[src/rtl/decode_stage_if.sv]
// Bundle of every ID-stage signal except clock and reset: the IF/ID and
// control-unit inputs, register-file read and writeback ports, stall and
// flush controls, and the ID/EX pipeline register outputs.
interface decode_stage_if #(
  parameter int XLEN   = 64,
  parameter int CTRL_W = 12,
  parameter int CNT_W  = 32
);
  logic [31:0]       InstrD;
  logic [XLEN-1:0]   PCD;
  logic [XLEN-1:0]   PCPlus4D;
  logic              ValidD;
  logic [XLEN-1:0]   ImmD;
  logic [CTRL_W-1:0] CtrlD;
  logic              MemReadD;
  logic              UseRs1D;
  logic              UseRs2D;
  logic [4:0]        A1;
  logic [4:0]        A2;
  logic [XLEN-1:0]   RD1;
  logic [XLEN-1:0]   RD2;
  logic              RegWriteW;
  logic [4:0]        RdW;
  logic [XLEN-1:0]   ResultW;
  logic              FlushE;
  logic              StallF;
  logic              StallD;
  logic [XLEN-1:0]   RD1E;
  logic [XLEN-1:0]   RD2E;
  logic [XLEN-1:0]   ImmE;
  logic [XLEN-1:0]   PCE;
  logic [XLEN-1:0]   PCPlus4E;
  logic [4:0]        Rs1E;
  logic [4:0]        Rs2E;
  logic [4:0]        RdE;
  logic [CTRL_W-1:0] CtrlE;
  logic              MemReadE;
  logic              ValidE;
  logic [CNT_W-1:0]  StallCount;

  // The surrounding pipeline (or a bench) drives the ID-stage inputs
  modport master (
    output InstrD, PCD, PCPlus4D, ValidD, ImmD, CtrlD, MemReadD, UseRs1D, UseRs2D,
           RD1, RD2, RegWriteW, RdW, ResultW, FlushE,
    input  A1, A2, StallF, StallD, RD1E, RD2E, ImmE, PCE, PCPlus4E,
           Rs1E, Rs2E, RdE, CtrlE, MemReadE, ValidE, StallCount
  );

  // The decode stage consumes those inputs and produces the ID/EX state
  modport slave (
    input  InstrD, PCD, PCPlus4D, ValidD, ImmD, CtrlD, MemReadD, UseRs1D, UseRs2D,
           RD1, RD2, RegWriteW, RdW, ResultW, FlushE,
    output A1, A2, StallF, StallD, RD1E, RD2E, ImmE, PCE, PCPlus4E,
           Rs1E, Rs2E, RdE, CtrlE, MemReadE, ValidE, StallCount
  );
endinterface

[src/rtl/decode_stage.sv]
// ID stage: register-file addressing, write-through bypass of the current
// writeback, load-use hazard detection with one-bubble stall, and the ID/EX
// pipeline register with flush. Also counts load-use stall cycles (saturating).
module decode_stage #(
  parameter int XLEN   = 64,
  parameter int CTRL_W = 12,
  parameter int CNT_W  = 32
) (
  input logic           clk,
  input logic           rst,
  decode_stage_if.slave bus
);

  logic [4:0]        w_a1;
  logic [4:0]        w_a2;
  logic [4:0]        w_rdD;
  logic [XLEN-1:0]   w_op1;
  logic [XLEN-1:0]   w_op2;
  logic              w_hz;
  logic              w_stall;
  logic              w_bubble;

  logic [XLEN-1:0]   r_rd1E;
  logic [XLEN-1:0]   r_rd2E;
  logic [XLEN-1:0]   r_immE;
  logic [XLEN-1:0]   r_pcE;
  logic [XLEN-1:0]   r_pcPlus4E;
  logic [4:0]        r_rs1E;
  logic [4:0]        r_rs2E;
  logic [4:0]        r_rdE;
  logic [CTRL_W-1:0] r_ctrlE;
  logic              r_memReadE;
  logic              r_validE;
  logic [CNT_W-1:0]  r_stallCount;

  assign w_a1  = bus.InstrD[19:15];
  assign w_a2  = bus.InstrD[24:20];
  assign w_rdD = bus.InstrD[11:7];

  // Register file writes at the edge, so a same-cycle writeback must be
  // forwarded here; x0 is hardwired and never forwarded.
  always_comb begin
    w_op1 = bus.RD1;
    w_op2 = bus.RD2;
    if (bus.RegWriteW && (bus.RdW != 5'd0) && (bus.RdW == w_a1)) w_op1 = bus.ResultW;
    if (bus.RegWriteW && (bus.RdW != 5'd0) && (bus.RdW == w_a2)) w_op2 = bus.ResultW;
  end

  // Load in EX whose destination is read by the real instruction in ID.
  always_comb begin
    w_hz = bus.ValidD && r_validE && r_memReadE && (r_rdE != 5'd0) &&
           ((bus.UseRs1D && (r_rdE == w_a1)) || (bus.UseRs2D && (r_rdE == w_a2)));
  end

  // A flush kills whatever is in ID anyway, so it cancels the stall.
  assign w_stall  = w_hz && !bus.FlushE;
  assign w_bubble = bus.FlushE || w_hz;

  // ID/EX register: bubble on flush or hazard, otherwise capture ID.
  always_ff @(posedge clk or negedge rst) begin
    if (!rst) begin
      r_rd1E     <= '0;
      r_rd2E     <= '0;
      r_immE     <= '0;
      r_pcE      <= '0;
      r_pcPlus4E <= '0;
      r_rs1E     <= '0;
      r_rs2E     <= '0;
      r_rdE      <= '0;
      r_ctrlE    <= '0;
      r_memReadE <= 1'b0;
      r_validE   <= 1'b0;
    end else if (w_bubble) begin
      r_rd1E     <= '0;
      r_rd2E     <= '0;
      r_immE     <= '0;
      r_pcE      <= '0;
      r_pcPlus4E <= '0;
      r_rs1E     <= '0;
      r_rs2E     <= '0;
      r_rdE      <= '0;
      r_ctrlE    <= '0;
      r_memReadE <= 1'b0;
      r_validE   <= 1'b0;
    end else begin
      r_rd1E     <= w_op1;
      r_rd2E     <= w_op2;
      r_immE     <= bus.ImmD;
      r_pcE      <= bus.PCD;
      r_pcPlus4E <= bus.PCPlus4D;
      r_rs1E     <= w_a1;
      r_rs2E     <= w_a2;
      r_rdE      <= w_rdD;
      r_ctrlE    <= bus.ValidD ? bus.CtrlD : '0;
      r_memReadE <= bus.MemReadD && bus.ValidD;
      r_validE   <= bus.ValidD;
    end
  end

  // Saturating count of cycles spent stalled on a load-use hazard.
  always_ff @(posedge clk or negedge rst) begin
    if (!rst) begin
      r_stallCount <= '0;
    end else if (w_stall && (r_stallCount != {CNT_W{1'b1}})) begin
      r_stallCount <= r_stallCount + 1'b1;
    end
  end

  assign bus.A1         = w_a1;
  assign bus.A2         = w_a2;
  assign bus.StallF     = w_stall;
  assign bus.StallD     = w_stall;
  assign bus.RD1E       = r_rd1E;
  assign bus.RD2E       = r_rd2E;
  assign bus.ImmE       = r_immE;
  assign bus.PCE        = r_pcE;
  assign bus.PCPlus4E   = r_pcPlus4E;
  assign bus.Rs1E       = r_rs1E;
  assign bus.Rs2E       = r_rs2E;
  assign bus.RdE        = r_rdE;
  assign bus.CtrlE      = r_ctrlE;
  assign bus.MemReadE   = r_memReadE;
  assign bus.ValidE     = r_validE;
  assign bus.StallCount = r_stallCount;

endmodule

[src/flat_wrapper.sv]
// flat-port wrapper written by rule: the top's interface ports become plain ports
module decode_stage_flat 
#(
  parameter int XLEN   = 64,
  parameter int CTRL_W = 12,
  parameter int CNT_W  = 32
)
  (clk, rst, bus_InstrD, bus_PCD, bus_PCPlus4D, bus_ValidD, bus_ImmD, bus_CtrlD, bus_MemReadD, bus_UseRs1D, bus_UseRs2D, bus_RD1, bus_RD2, bus_RegWriteW, bus_RdW, bus_ResultW, bus_FlushE, bus_A1, bus_A2, bus_StallF, bus_StallD, bus_RD1E, bus_RD2E, bus_ImmE, bus_PCE, bus_PCPlus4E, bus_Rs1E, bus_Rs2E, bus_RdE, bus_CtrlE, bus_MemReadE, bus_ValidE, bus_StallCount);
  decode_stage_if #(.XLEN(XLEN), .CTRL_W(CTRL_W), .CNT_W(CNT_W)) bus_i ();
  input logic clk;
  input logic rst;
  input wire logic [$bits(bus_i.InstrD)-1:0] bus_InstrD;
  input wire logic [$bits(bus_i.PCD)-1:0] bus_PCD;
  input wire logic [$bits(bus_i.PCPlus4D)-1:0] bus_PCPlus4D;
  input wire logic [$bits(bus_i.ValidD)-1:0] bus_ValidD;
  input wire logic [$bits(bus_i.ImmD)-1:0] bus_ImmD;
  input wire logic [$bits(bus_i.CtrlD)-1:0] bus_CtrlD;
  input wire logic [$bits(bus_i.MemReadD)-1:0] bus_MemReadD;
  input wire logic [$bits(bus_i.UseRs1D)-1:0] bus_UseRs1D;
  input wire logic [$bits(bus_i.UseRs2D)-1:0] bus_UseRs2D;
  input wire logic [$bits(bus_i.RD1)-1:0] bus_RD1;
  input wire logic [$bits(bus_i.RD2)-1:0] bus_RD2;
  input wire logic [$bits(bus_i.RegWriteW)-1:0] bus_RegWriteW;
  input wire logic [$bits(bus_i.RdW)-1:0] bus_RdW;
  input wire logic [$bits(bus_i.ResultW)-1:0] bus_ResultW;
  input wire logic [$bits(bus_i.FlushE)-1:0] bus_FlushE;
  output wire logic [$bits(bus_i.A1)-1:0] bus_A1;
  output wire logic [$bits(bus_i.A2)-1:0] bus_A2;
  output wire logic [$bits(bus_i.StallF)-1:0] bus_StallF;
  output wire logic [$bits(bus_i.StallD)-1:0] bus_StallD;
  output wire logic [$bits(bus_i.RD1E)-1:0] bus_RD1E;
  output wire logic [$bits(bus_i.RD2E)-1:0] bus_RD2E;
  output wire logic [$bits(bus_i.ImmE)-1:0] bus_ImmE;
  output wire logic [$bits(bus_i.PCE)-1:0] bus_PCE;
  output wire logic [$bits(bus_i.PCPlus4E)-1:0] bus_PCPlus4E;
  output wire logic [$bits(bus_i.Rs1E)-1:0] bus_Rs1E;
  output wire logic [$bits(bus_i.Rs2E)-1:0] bus_Rs2E;
  output wire logic [$bits(bus_i.RdE)-1:0] bus_RdE;
  output wire logic [$bits(bus_i.CtrlE)-1:0] bus_CtrlE;
  output wire logic [$bits(bus_i.MemReadE)-1:0] bus_MemReadE;
  output wire logic [$bits(bus_i.ValidE)-1:0] bus_ValidE;
  output wire logic [$bits(bus_i.StallCount)-1:0] bus_StallCount;
  assign bus_i.InstrD = bus_InstrD;
  assign bus_i.PCD = bus_PCD;
  assign bus_i.PCPlus4D = bus_PCPlus4D;
  assign bus_i.ValidD = bus_ValidD;
  assign bus_i.ImmD = bus_ImmD;
  assign bus_i.CtrlD = bus_CtrlD;
  assign bus_i.MemReadD = bus_MemReadD;
  assign bus_i.UseRs1D = bus_UseRs1D;
  assign bus_i.UseRs2D = bus_UseRs2D;
  assign bus_i.RD1 = bus_RD1;
  assign bus_i.RD2 = bus_RD2;
  assign bus_i.RegWriteW = bus_RegWriteW;
  assign bus_i.RdW = bus_RdW;
  assign bus_i.ResultW = bus_ResultW;
  assign bus_i.FlushE = bus_FlushE;
  assign bus_A1 = bus_i.A1;
  assign bus_A2 = bus_i.A2;
  assign bus_StallF = bus_i.StallF;
  assign bus_StallD = bus_i.StallD;
  assign bus_RD1E = bus_i.RD1E;
  assign bus_RD2E = bus_i.RD2E;
  assign bus_ImmE = bus_i.ImmE;
  assign bus_PCE = bus_i.PCE;
  assign bus_PCPlus4E = bus_i.PCPlus4E;
  assign bus_Rs1E = bus_i.Rs1E;
  assign bus_Rs2E = bus_i.Rs2E;
  assign bus_RdE = bus_i.RdE;
  assign bus_CtrlE = bus_i.CtrlE;
  assign bus_MemReadE = bus_i.MemReadE;
  assign bus_ValidE = bus_i.ValidE;
  assign bus_StallCount = bus_i.StallCount;
  decode_stage #(.XLEN(XLEN), .CTRL_W(CTRL_W), .CNT_W(CNT_W)) u_core (.clk(clk), .rst(rst), .bus(bus_i));
endmodule
[config.mk]
export PLATFORM = sky130hd
export DESIGN_NAME = decode_stage_flat
export DESIGN_NICKNAME = d
export VERILOG_FILES = /design/src/rtl/decode_stage_if.sv /design/src/rtl/decode_stage.sv /design/src/flat_wrapper.sv
export SDC_FILE = /design/constraint.sdc
export NUM_CORES = 1
export LEC_CHECK = 0
export CAP_MARGIN = 30
export CORE_AREA = 4 4 321 323
export CTS_BUF_LIST = sky130_fd_sc_hd__clkbuf_4 sky130_fd_sc_hd__clkbuf_8 sky130_fd_sc_hd__clkbuf_16
export CTS_CLUSTER_DIAMETER = 40
export DETAILED_ROUTE_END_ITERATION = 7
export DIE_AREA = 0 0 325 327
export PLACE_DENSITY = 0.44
export SLEW_MARGIN = 5
export SYNTH_ARGS = -nofsm -noshare
export SYNTH_HDL_FRONTEND = slang
export SYNTH_SLANG_ARGS = --single-unit
[constraint.sdc]
create_clock -name clk -period 5.9 [get_ports clk]
set_input_delay 1.18 -clock clk [delete_from_list [all_inputs] [get_ports clk]]
set_output_delay 1.18 -clock clk [all_outputs]
set_load 0.02 [all_outputs]
Yosys cells after proc, flatten, opt, wreduce, memory -nomap -nowiden
Cells that the tools add are included.
{"block": "word_totals", "reg_bits": 381, "in_bits": 441, "out_inout_bits": 393, "elab_cells": 49}
{"block": "op_classes", "addsub": 1, "n_eq_ne": 5, "n_mux": 14, "reduce_logical": 17}
{"cell": "64-bit two-way mux", "n": 7}
{"cell": "32-bit by 1-bit adder with 32-bit output, second input constant", "n": 1}
{"cell": "32-bit inequality test, second input constant", "n": 1}
{"cell": "12-bit two-way mux", "n": 2}
{"cell": "5-bit == test", "n": 4}
{"cell": "5-bit two-way mux", "n": 3}
{"cell": "1-bit logical AND", "n": 12}
{"cell": "5-bit nonzero test", "n": 2}
{"cell": "1-bit logical OR", "n": 2}
{"cell": "1-bit two-way mux", "n": 2}
{"cell": "1-bit zero test", "n": 1}

Depth between registers and ports, before layout
{"block": "logic_depth", "word_depth": 6, "ltp_mapped": 8}

Worst setup path after synthesis
No wires, ideal clock.
{"block": "synth_timing", "path_kind": "in2out", "from": "in bus_InstrD[16]", "to": "out bus_StallF", "arrival_ns": 2.184, "setup_slack_ns": 2.536, "path_stages": 6, "path_buffers": 2, "path_cell_list": "xnor2_1 nand4_1 o22ai_2 nor2b_1 buf_2 buf_4"}
{"block": "synth_via", "elab_chain_len": 5}
{"item": "start: declaration", "line": "flat_wrapper.sv:12", "source": "input wire logic [$bits(bus_i.InstrD)-1:0] bus_InstrD;"}
{"item": "5-bit == test", "line": "decode_stage.sv:52", "source": "((bus.UseRs1D && (r_rdE == w_a1)) || (bus.UseRs2D && (r_rdE == w_a2)));"}
{"item": "1-bit logical AND", "line": "decode_stage.sv:52"}
{"item": "1-bit logical OR", "line": "decode_stage.sv:52"}
{"item": "1-bit logical AND", "line": "decode_stage.sv:51", "source": "w_hz = bus.ValidD && r_validE && r_memReadE && (r_rdE != 5'd0) &&"}
{"item": "1-bit logical AND", "line": "decode_stage.sv:56", "source": "assign w_stall = w_hz && !bus.FlushE;"}
{"item": "end: declaration", "line": "flat_wrapper.sv:29", "source": "output wire logic [$bits(bus_i.StallF)-1:0] bus_StallF;"}
No other way between the ends.

Worst setup path in the final report
{"block": "layout_timing", "from": "in bus_InstrD[16]", "to": "out bus_StallD"}
{"block": "layout_via", "elab_chain_len": 5}
{"item": "5-bit == test", "line": "decode_stage.sv:52"}
{"item": "1-bit logical AND", "line": "decode_stage.sv:52"}
{"item": "1-bit logical OR", "line": "decode_stage.sv:52"}
{"item": "1-bit logical AND", "line": "decode_stage.sv:51"}
{"item": "1-bit logical AND", "line": "decode_stage.sv:56"}
{"item": "end: declaration", "line": "flat_wrapper.sv:30", "source": "output wire logic [$bits(bus_i.StallD)-1:0] bus_StallD;"}
No other way between the ends.

==> out/metrics.yaml <==
antenna_found_initial: 10
max_freq_mhz: 200
clockBufferDepth: 3
ant_nets: 0
rsz0062_at_grt: "no"
root_buffer: "clkbuf_16"
wl_um: 67800
r2r-start: "u_core.bus.RdE[0]$_DFF_PN0_"
powerDensity_mw_per_mm2: 331
drt_iter0_markers: 623
ys_ff_latch: 381
p_leak_nw: 11.9
finClkSkew_ns: 0.0195
peakVddDrop_mv: 0.242
maxSlewHeadroom_pct: 26.1
slew_violations: 0
ys_top_cells_by_area: "dfrtp_1, and3_1, nand2_1"
n_fill_cell: 10400
rrSetupSlack_ns: 3.13
reg2reg_to: "u_core.bus.CtrlE[11]$_DFF_PN0_"
end_kind: "primary output"
yosys_most_used_dff: "dfrtp_1"
crit_path_top_delay_cell: "clkdlybuf4s50_1"
die_h_um: 327
wl_per_cell_um: 19.8
arrival_ns: 3.83
drt-pass1-iter-count: 5
syn_nets: 1672
cpMostUsedCell: "clkdlybuf4s50_1"
syn_area_sq_mm: 0.0141
grt_pass1_wl_um: 97500
cp-start-kind: "input port"
holdCritPathClass: "in2async"
initial_utilization_pct: 14.1
synth_cell_types: 40
ys_seq_area_share_pct: 67.6
clk-insertion-delay-late_ns: 0.62
status: "complete, no violations"
area_growth_pct: 89.9
cts_buffers: 81
dieArea_sq_mm: 0.106
drive_above_1_share_pct: 9.46
ys_async_sr_fraction_pct: 100
fp-row-count: 116
vias: 12700
min_period_over_period_pct: 84.9
post_cts_buffers: 0
worstPathMaxFanout: 7
worst_slack_ns: 0.888
grt_max_degree: 212
via_per_inst: 3.70
globalRouteOverflowTotal: 0
fin_nets: 2497
criticalPathCategory: "in2out"
die_w_um: 325
syn_area_per_cell_sq_um: 11.5
track_usage_pct: 12.3
clk_pin_slew_ns: 0.05
cts_tree: "yes"
io_buffer_count: 816
pre_cts_slack_ns: 0.812
hpwl_um: 51600
core_area_sq_mm: 0.0999
min_period_ns: 5.01
gp_congestion: 0.823
ctsResizeCount: 0
synth_warnings: 0
setup_tns_ns: 0
ctsHoldBuffers: 0
worstPathCellList: "clkdlybuf4s50_1 -> xnor2_1 -> nand4_1 -> o22ai_2 -> nor2b_1 -> clkdlybuf4s50_1"
synth_edf_count: 0
synth_top_area_share_pct: 67.6
ff2ff_path_depth: 6
worstMarginPinSlew_ns: 1.11
clock_sinks: 381
slowest_delay_ns: 0.72
cap_violations: 0
grt_pass1_vias: 13900
htree_levels: 3
hold_viol: 0
ioPinCount: 834
required_ns: 4.72
setup_viol: 0
yosys.area.top_type: "dfrtp_1"
drcViolationCount: 0
synth_cells: 1230
[worst max-delay path: cells and delay by family]
kind | cells | cell delay (ns)
buf+inv | 2 | 1.43
compound gates | 1 | 0.36
xor+xnor | 1 | 0.16
simple gates | 2 | 0.69
[sequential cells by signal, indices dropped and copies added (netlist names)]
name,count
u_core.bus.Rs2E,5
u_core.bus.RD2E,64
u_core.bus.MemReadE,1
u_core.bus.CtrlE,12
u_core.bus.RD1E,64
u_core.bus.PCE,64
u_core.bus.StallCount,32
u_core.bus.PCPlus4E,64
u_core.bus.ImmE,64
u_core.bus.RdE,5
u_core.bus.Rs1E,5
u_core.bus.ValidE,1
[layout make-up]
type	count	area [sq um]	share of cell area [%]
Antenna cell	3	7.51	0.0280
Sequential cell	381	9530	35.6
Timing Repair Buffer	843	8480	31.7
Multi-Input combinational cell	747	4070	15.2
Clock inverter	58	876	3.27
Inverter	1	6.26	0.0234
Clock buffer	94	2190	8.19
Tap cell	1298	1620	6.06
[power by group]
group	internal (mW)	switching [mW]	total (mW)	leakage (nW)
logic	0.544	0.483	1.03	5.48
clock network	3.41	1.64	5.05	1.48
registers	2.74	0.0482	2.79	4.95
[per-layer routing]
metal | up-vias | GRT usage, % | part of all wire (%)
met2 | 624 | 20.5 | 49
met4 | 4 | 4.29 | 3.0
met3 | 112 | 5.68 | 10
li1 | 5776 | - | -
met5 | - | 0 | 0.034
met1 | 6159 | 13.9 | 38
[cells by family after synthesis]
logic type	count (synthesis)	synth area share, %
adder cells (fa/ha/maj)	1	0.0887
XOR/XNOR	49	3.04
flip-flops	381	67.6
multiplexers	2	0.160
buffers and inverters	102	3.69
AO/OA/AOI/OAI	135	5.02
AND/OR/NAND/NOR	560	20.4
[Yosys cell counts (all sizes together), types with 9 or more instances]
library cell    n
a21oi         129
and2           14
and3          216
buf            57
clkbuf         44
dfrtp         381
nand2         273
nand3          10
nand4          17
nor2            9
xnor2          34
xor2           15
[cell usage in the layout (no fill, tap or decap), drive strengths merged, types with 14 or more instances in the layout]
cell and instances:
nand4 17, clkdlybuf4s50 815, clkinv 19, and3 216, xnor2 34, xor2 15, bufinv 16, dfrtp 381
a21oi 129, inv 15, nand2 273, buf 28, and2 14, clkbuf 94
[worst max path at each step]
stage                    from  depth (start not counted)    endpoint
2_1_floorplan  bus_InstrD[16]                          6  bus_StallF
3_3_place_gp   bus_InstrD[16]                          6  bus_StallF
3_5_place_dp   bus_InstrD[16]                          6  bus_StallF
4_1_cts        bus_InstrD[16]                          6  bus_StallF
5_1_grt        bus_InstrD[16]                          6  bus_StallD
6_report       bus_InstrD[16]                          6  bus_StallD
[through the flow]
stage                     hold slack, ns  cells  utilization, %  cell area, sq um  power [mW]
final                              0.360   3425            26.8             26800        8.87
after global routing               0.303   3423            26.8             26800        9.23
after CTS                          0.287   3421            26.8             26800        9.04
after detailed placement           0.491   3269            23.7             23700        3.88
after global placement             0.480   3268            23.7             23700        3.88
after floorplan                    0.593   1230               -             14100        3.14
Power figures use the tool's default switching activity.
